## src/rtl/hc595_serializer.sv

```systemverilog
// Serialises {sel,seg} as a 14-bit frame into a 74HC595 chain and latches it once per frame.
// Latency: inputs sampled at frame start reach the 595 outputs at that frame's stcp (14*DIV cycles).
// Backpressure: none; frames are re-sent back to back, frame_done paces upstream.
module hc595_serializer #(
    parameter int DIV = 4
) (
    input  logic       sys_clk,
    input  logic       sys_rst_n,
    input  logic [5:0] sel,
    input  logic [7:0] seg,
    output logic       ds,
    output logic       shcp,
    output logic       stcp,
    output logic       oe,
    output logic       frame_done
);

    localparam logic [3:0] P_LAST = 4'(DIV - 1);
    localparam logic [3:0] P_HALF = 4'(DIV / 2);
    localparam logic [3:0] B_LAST = 4'd13;

    logic [3:0]  p_q, p_d;
    logic [3:0]  b_q, b_d;
    logic [13:0] snap_q, snap_d;
    logic        ds_q, ds_d;
    logic        shcp_q, shcp_d;
    logic        stcp_q, stcp_d;
    logic        oe_q, oe_d;
    logic [13:0] w_live;

    // Snapshot holds the frame already in transmit order: bit k is shifted out k-th.
    always_comb begin
        w_live = {seg[0], seg[1], seg[2], seg[3], seg[4], seg[5], seg[6], seg[7], sel};
    end

    always_comb begin
        p_d    = (p_q == P_LAST) ? 4'd0 : p_q + 4'd1;
        b_d    = b_q;
        snap_d = snap_q;
        ds_d   = ds_q;
        shcp_d = shcp_q;
        stcp_d = 1'b0;
        oe_d   = 1'b0;

        if (p_q == P_LAST) begin
            b_d = (b_q == B_LAST) ? 4'd0 : b_q + 4'd1;
        end

        // Bit 0 goes out from the live inputs on the same edge the snapshot is taken.
        if (p_q == 4'd0) begin
            if (b_q == 4'd0) begin
                snap_d = w_live;
                ds_d   = w_live[0];
            end else begin
                ds_d   = snap_q[b_q];
            end
        end

        if (p_q == P_HALF) begin
            shcp_d = 1'b1;
        end else if (p_q == 4'd0) begin
            shcp_d = 1'b0;
        end

        if ((b_q == B_LAST) && (p_q == P_LAST)) begin
            stcp_d = 1'b1;
        end
    end

    always_ff @(posedge sys_clk or negedge sys_rst_n) begin
        if (!sys_rst_n) begin
            p_q    <= 4'd0;
            b_q    <= 4'd0;
            snap_q <= 14'd0;
            ds_q   <= 1'b0;
            shcp_q <= 1'b0;
            stcp_q <= 1'b0;
            oe_q   <= 1'b1;
        end else begin
            p_q    <= p_d;
            b_q    <= b_d;
            snap_q <= snap_d;
            ds_q   <= ds_d;
            shcp_q <= shcp_d;
            stcp_q <= stcp_d;
            oe_q   <= oe_d;
        end
    end

    assign ds         = ds_q;
    assign shcp       = shcp_q;
    assign stcp       = stcp_q;
    assign frame_done = stcp_q;
    assign oe         = oe_q;

endmodule
```

## config.mk

```make
export PLATFORM = sky130hd
export DESIGN_NAME = hc595_serializer
export DESIGN_NICKNAME = d
export VERILOG_FILES = /design/src/rtl/hc595_serializer.sv
export SDC_FILE = /design/constraint.sdc
export NUM_CORES = 1
export LEC_CHECK = 0
export CAP_MARGIN = 20
export CORE_MARGIN = 5
export CORE_UTILIZATION = 40
export DETAILED_ROUTE_END_ITERATION = 10
export PLACE_DENSITY = 0.65
export SLEW_MARGIN = 10
export SYNTH_ARGS = -nofsm -noshare
export SYNTH_HDL_FRONTEND = slang
export SYNTH_SLANG_ARGS = --single-unit
```

## constraint.sdc

```tcl
create_clock -name sys_clk -period 1.6 [get_ports sys_clk]
set_input_delay 0.32 -clock sys_clk [delete_from_list [all_inputs] [get_ports sys_clk]]
set_output_delay 0.32 -clock sys_clk [all_outputs]
set_load 0.05 [all_outputs]
```

# Word-level counts from Yosys, hierarchy flattened
# Cells that the tools add are included.
# totals
ff_bits	26
latch_bits	0
mem_bits_rw	0
rom_bits	0
mem_count	0
# op_classes
n_addsub	2
n_mul	0
n_div	0
n_lt_le_gt_ge	1
n_eq_ne	3
shifts	0
muxes	8
bitwise_logic	0
reduce_logical	5
# op_table
cell	n
$add 4x1->4 const B	2
$eq 4x2->1 const B	2
$logic_not 4->1	2
$mux 4	2
$lt 4x5->1 const B	1
$mux 1	5
$bmux 1 s4	1
$eq 4x4->1 const B	1
$reduce_and 2->1	1
$reduce_bool 2->1	1
$logic_and 1x1->1	1

# Depth between registers and ports, before layout
# depth
word_depth	3
depth_mapped	5
depth_no_buf	5

# Worst setup path after synthesis
# No wires, ideal clock.
# synth_timing
kind	flip-flop to flip-flop
from	register b_q[0]
to	register snap_q[10]
setup_time_ns	0.125
arrival_time_ns	1.402
required_ns	1.475
path_slack_ns	0.073
path_stages_with_launch	6
n_path_buf	2
synth_period_minus_slack_ns	1.527
cell_sequence	dfrtp_1 buf_6 nor4_4 nand3_4 buf_6 mux2_4
# synth_between
elab_chain_cells	2
# synth_rtl
item	line	rtl
from (decl)	23	logic [3:0] b_q, b_d;
from (signal assigned)	73	b_q <= 4'd0;
from (signal assigned)	81	b_q <= b_d;
$logic_not 4->1	51	if (b_q == 4'd0) begin
$reduce_and 2->1 (no source line)	-	
to (signal assigned)	82	snap_q <= snap_d;
to (decl)	24	logic [13:0] snap_q, snap_d;
# No other way between the ends.
# A chain may end at the register's enable or synchronous reset.

# Final worst setup path
# layout_timing
from	register b_q[0]
to	register ds_q, in the netlist ds
# layout_between
elab_chain_cells	3
word_cells_on_any_way	4
classes_between	mux: 3; reduce/logical: 1
# layout_rtl
item	line	rtl
$bmux 1 s4	55	ds_d = snap_q[b_q];
$mux 1 (implied by the code)	55	
$mux 1 *	51	
to (signal assigned)	83	ds_q <= ds_d;
to (decl)	25	logic ds_q, ds_d;
# Mark *: on every way between the ends. The rest lies on a longest branch, timed or not. The select of a mux whose other input is x is not followed.

==> flow_metrics.env <==
export IMPL_async_reset_ff_share_pct=100
export IMPL_fin_area_um2=1590
export IMPL_clk_latency_ns=0.32
export IMPL_dr_wl_met3_um=106
export IMPL_timing_hold_violations_final=0
export IMPL_ctsRootBufferMaster="clkbuf_4"
export IMPL_required_ns=1.82
export IMPL_wl_um=2110
export IMPL_critPathBufInv=1
export IMPL_dp_hpwl_um=1600
export IMPL_status="complete, no violations"
export IMPL_routedWlPerCell_um=13.2
export IMPL_fin_nets=136
export IMPL_detailed_place_area_um2=1510
export IMPL_drc=0
export IMPL_gp_congestion=0.752
export IMPL_syn_cell_area_um2=1250
export IMPL_grt_max_degree=27
export IMPL_setup_tns_ns=0
export IMPL_synth_seq_area_share_pct=51.9
export IMPL_dr_max_layer_used="met4"
export IMPL_ys_top_cells_by_area="dfrtp_1, mux2_4, mux2_2, mux4_2, mux2i_1"
export IMPL_grt_ovfl_total=0
export IMPL_final_setup_worst_slack_ns=0.0838
export IMPL_io_buffer_count=20
export IMPL_worst_setup_path_end_kind="flop"
export IMPL_slowest_delay_ns=0.50
export IMPL_via_per_inst=4.78
export IMPL_die_area_um2=4360
export IMPL_synthFlopType="dfrtp_1"
export IMPL_cts_buffers=3
export IMPL_core_area_um2=3030
export IMPL_drtIter0Drc=17
export IMPL_clock_fmax_ghz=0.660
export IMPL_rsz0062_at_grt="false"
export IMPL_syn_to_final_growth_pct=26.3
export IMPL_dr_pass1_iters=4
export IMPL_r2r_start="b_q[0]$_DFFE_PN0N_"
export IMPL_clk_pin_slew_ns=0.14
export IMPL_vdd_drop_max_mv=0.444
export IMPL_arrival_ns=1.73
export IMPL_maxSlewViolCount=0
export IMPL_powerDensity_nw_per_um2=781
export IMPL_crit_fanout=8
export IMPL_setup_viol=0
export IMPL_postLayoutCoreUtil_pct=52.4
export IMPL_via_count=764
export IMPL_die_h_um=66.0
export IMPL_worst_setup_path_start_kind="flop"
export IMPL_yosysTopAreaCellShare_pct=49.9
export IMPL_regToRegSetupSlack_ns=0.08
export IMPL_maxCapViolations=0
export IMPL_cts_tree="yes"
export IMPL_dr_wl_met2_um=1050
export IMPL_drive_gt1_share_pct=31.0
export IMPL_postRouteAntennaNets=0
export IMPL_period_needed_ns=1.52
export IMPL_n_antenna_cell=0
export IMPL_fp_dieW_um=66.0
export IMPL_pre_cts_ws_ns=0.0255
export IMPL_synthesis_nets=110
export IMPL_cp_cell_sequence="buf_4 > mux4_2 > o211ai_1 > a31oi_1"
export IMPL_ys_types=33
export IMPL_fin_crit_sh_pct=94.8
export IMPL_r2r_end="ds$_DFFE_PN0P_"
export IMPL_cts_buffer_depth=2
export IMPL_cts_hold_buffers=0
export IMPL_cts_htree_levels=1
export IMPL_fp_row_count=20
export IMPL_grt_pass1_wl_um=3680
export IMPL_synth_top_area_cell="dfrtp_1"
export IMPL_p_leak_nw=0.724
export IMPL_placed_cells=155
export IMPL_hp_class="in -> async"
export IMPL_syn_mean_instance_area_um2=13.8
export IMPL_grt_util_all_layers_pct=11.0
export IMPL_antenna_found_initial=0
export IMPL_syn_inst=91
export IMPL_reg2reg_depth=4
export IMPL_ctsResizeCount=0
export IMPL_io_pins=21
export IMPL_synth_edff_count=0
export IMPL_worstSetupPathType="reg -> reg"
export IMPL_critPathTopFamily="multiplexers"
export IMPL_crit_slowest_cell="mux4_2"
export IMPL_initial_core_util_pct=41.4
export IMPL_cts_sinks=26
export IMPL_fin_cells=160
export IMPL_fin_worst_skew_ns=0.00156
export IMPL_ys_warn_count=0
export IMPL_grt_pass1_vias=793
export IMPL_synth_ff_latch_count=26
export IMPL_wl_met1_um=946
==> Yosys cell counts, types with 2 or more instances <==
cell       n
dfrtp_1   25
mux2_4    10
mux2_2     4
mux2i_1    4
o21ai_0    4
ha_1       3
inv_1      3
nand2_1    3
nand3_1    3
a31oi_1    2
buf_6      2
clkbuf_1   2
mux4_2     2
nand2b_1   2
nand3b_1   2
nor3b_1    2
xnor2_1    2
==> flip-flops by register name, indices dropped and copies added (netlist names) <==
signal	cells
snap_q	14
b_q	4
frame_done	1
oe	1
ds	1
p_q	4
shcp	1
==> cell families (layout without fill, tap and decap cells) <==
family	Yosys count	count (layout)	share of synthesized area (%)
AOI/OAI and AO/OA	11	11	5.48
xor gates and xnor gates	2	2	1.40
adders and majority gates	3	3	2.99
buffers and inverters	9	34	4.29
DFF	26	26	51.9
muxes	20	20	22.3
other	1	1	0.299
and+or+nand+nor	19	19	11.3
==> final cells by class <==
class | instances | area [µm²]
Fill cell | 272 | 1440
Sequential cell | 26 | 652
Multi-Input combinational cell | 56 | 549
Tap cell | 44 | 55.1
Clock buffer | 3 | 22.5
Inverter | 3 | 11.3
Clock inverter | 1 | 30.0
Timing Repair Buffer | 27 | 265
==> per-layer routing <==
| metal | global-route usage [%] | vias to the layer above |
|---|---|---|
| li1 | - | 369 |
| met1 | 14.0 | 374 |
| met2 | 18.1 | 19 |
| met3 | 3.57 | 2 |
| met4 | 2.28 | 0 |
| met5 | 0 | - |
==> stage by stage <==
| stage | hold WS (ns) | total power (W) |
|---|---|---|
| 6_report | 0.345 | 0.00124 |
| 5_1_grt | 0.357 | 0.00129 |
| 4_1_cts | 0.344 | 0.00126 |
| 3_5_place_dp | 0.481 | 0.000806 |
| 3_3_place_gp | 0.468 | 0.000803 |
| 2_1_floorplan | 0.0244 | 0.000739 |
==> cells in the final DEF (no fill, tap or decap), drive strengths merged, types with 2 or more instances in the layout <==
| cell type | count |
|---|---|
| a31oi | 2 |
| buf | 12 |
| clkbuf | 3 |
| clkdlybuf4s50 | 15 |
| dfrtp | 25 |
| ha | 3 |
| inv | 3 |
| mux2 | 14 |
| mux2i | 4 |
| mux4 | 2 |
| nand2 | 3 |
| nand2b | 2 |
| nand3 | 4 |
| nand3b | 2 |
| nor2 | 2 |
| nor3b | 2 |
| o21ai | 4 |
| xnor2 | 2 |
==> how the worst max path moves through the flow <==
stage / from / to / slack, ns / cells after the start
after floorplan: b_q[0]$_DFFE_PN0N_ / snap_q[10]$_DFFE_PN0P_ / 0.07 / 5
after detailed placement: b_q[1]$_DFFE_PN0N_ / snap_q[9]$_DFFE_PN0P_ / 0.03 / 3
after global routing: b_q[0]$_DFFE_PN0N_ / ds$_DFFE_PN0P_ / 0.02 / 4
final: b_q[0]$_DFFE_PN0N_ / ds$_DFFE_PN0P_ / 0.08 / 4
after global placement: b_q[1]$_DFFE_PN0N_ / snap_q[10]$_DFFE_PN0P_ / 0.08 / 3
after CTS: b_q[1]$_DFFE_PN0N_ / snap_q[6]$_DFFE_PN0P_ / 0.003 / 3
==> report_power, final <==
group	switching, W	internal (W)
Clock	0.000195	0.000253
Sequential	0.0000115	0.000679
Combinational	0.0000347	0.0000659
Total	0.000241	0.000998
==> what timing repair did <==
action | in CTS | in global routing
buffers inserted | 0 | 1
endpoints found under the hold margin | 0 | 0
endpoints found under the setup margin | 0 | 14
Power figures use the tool's default switching activity.
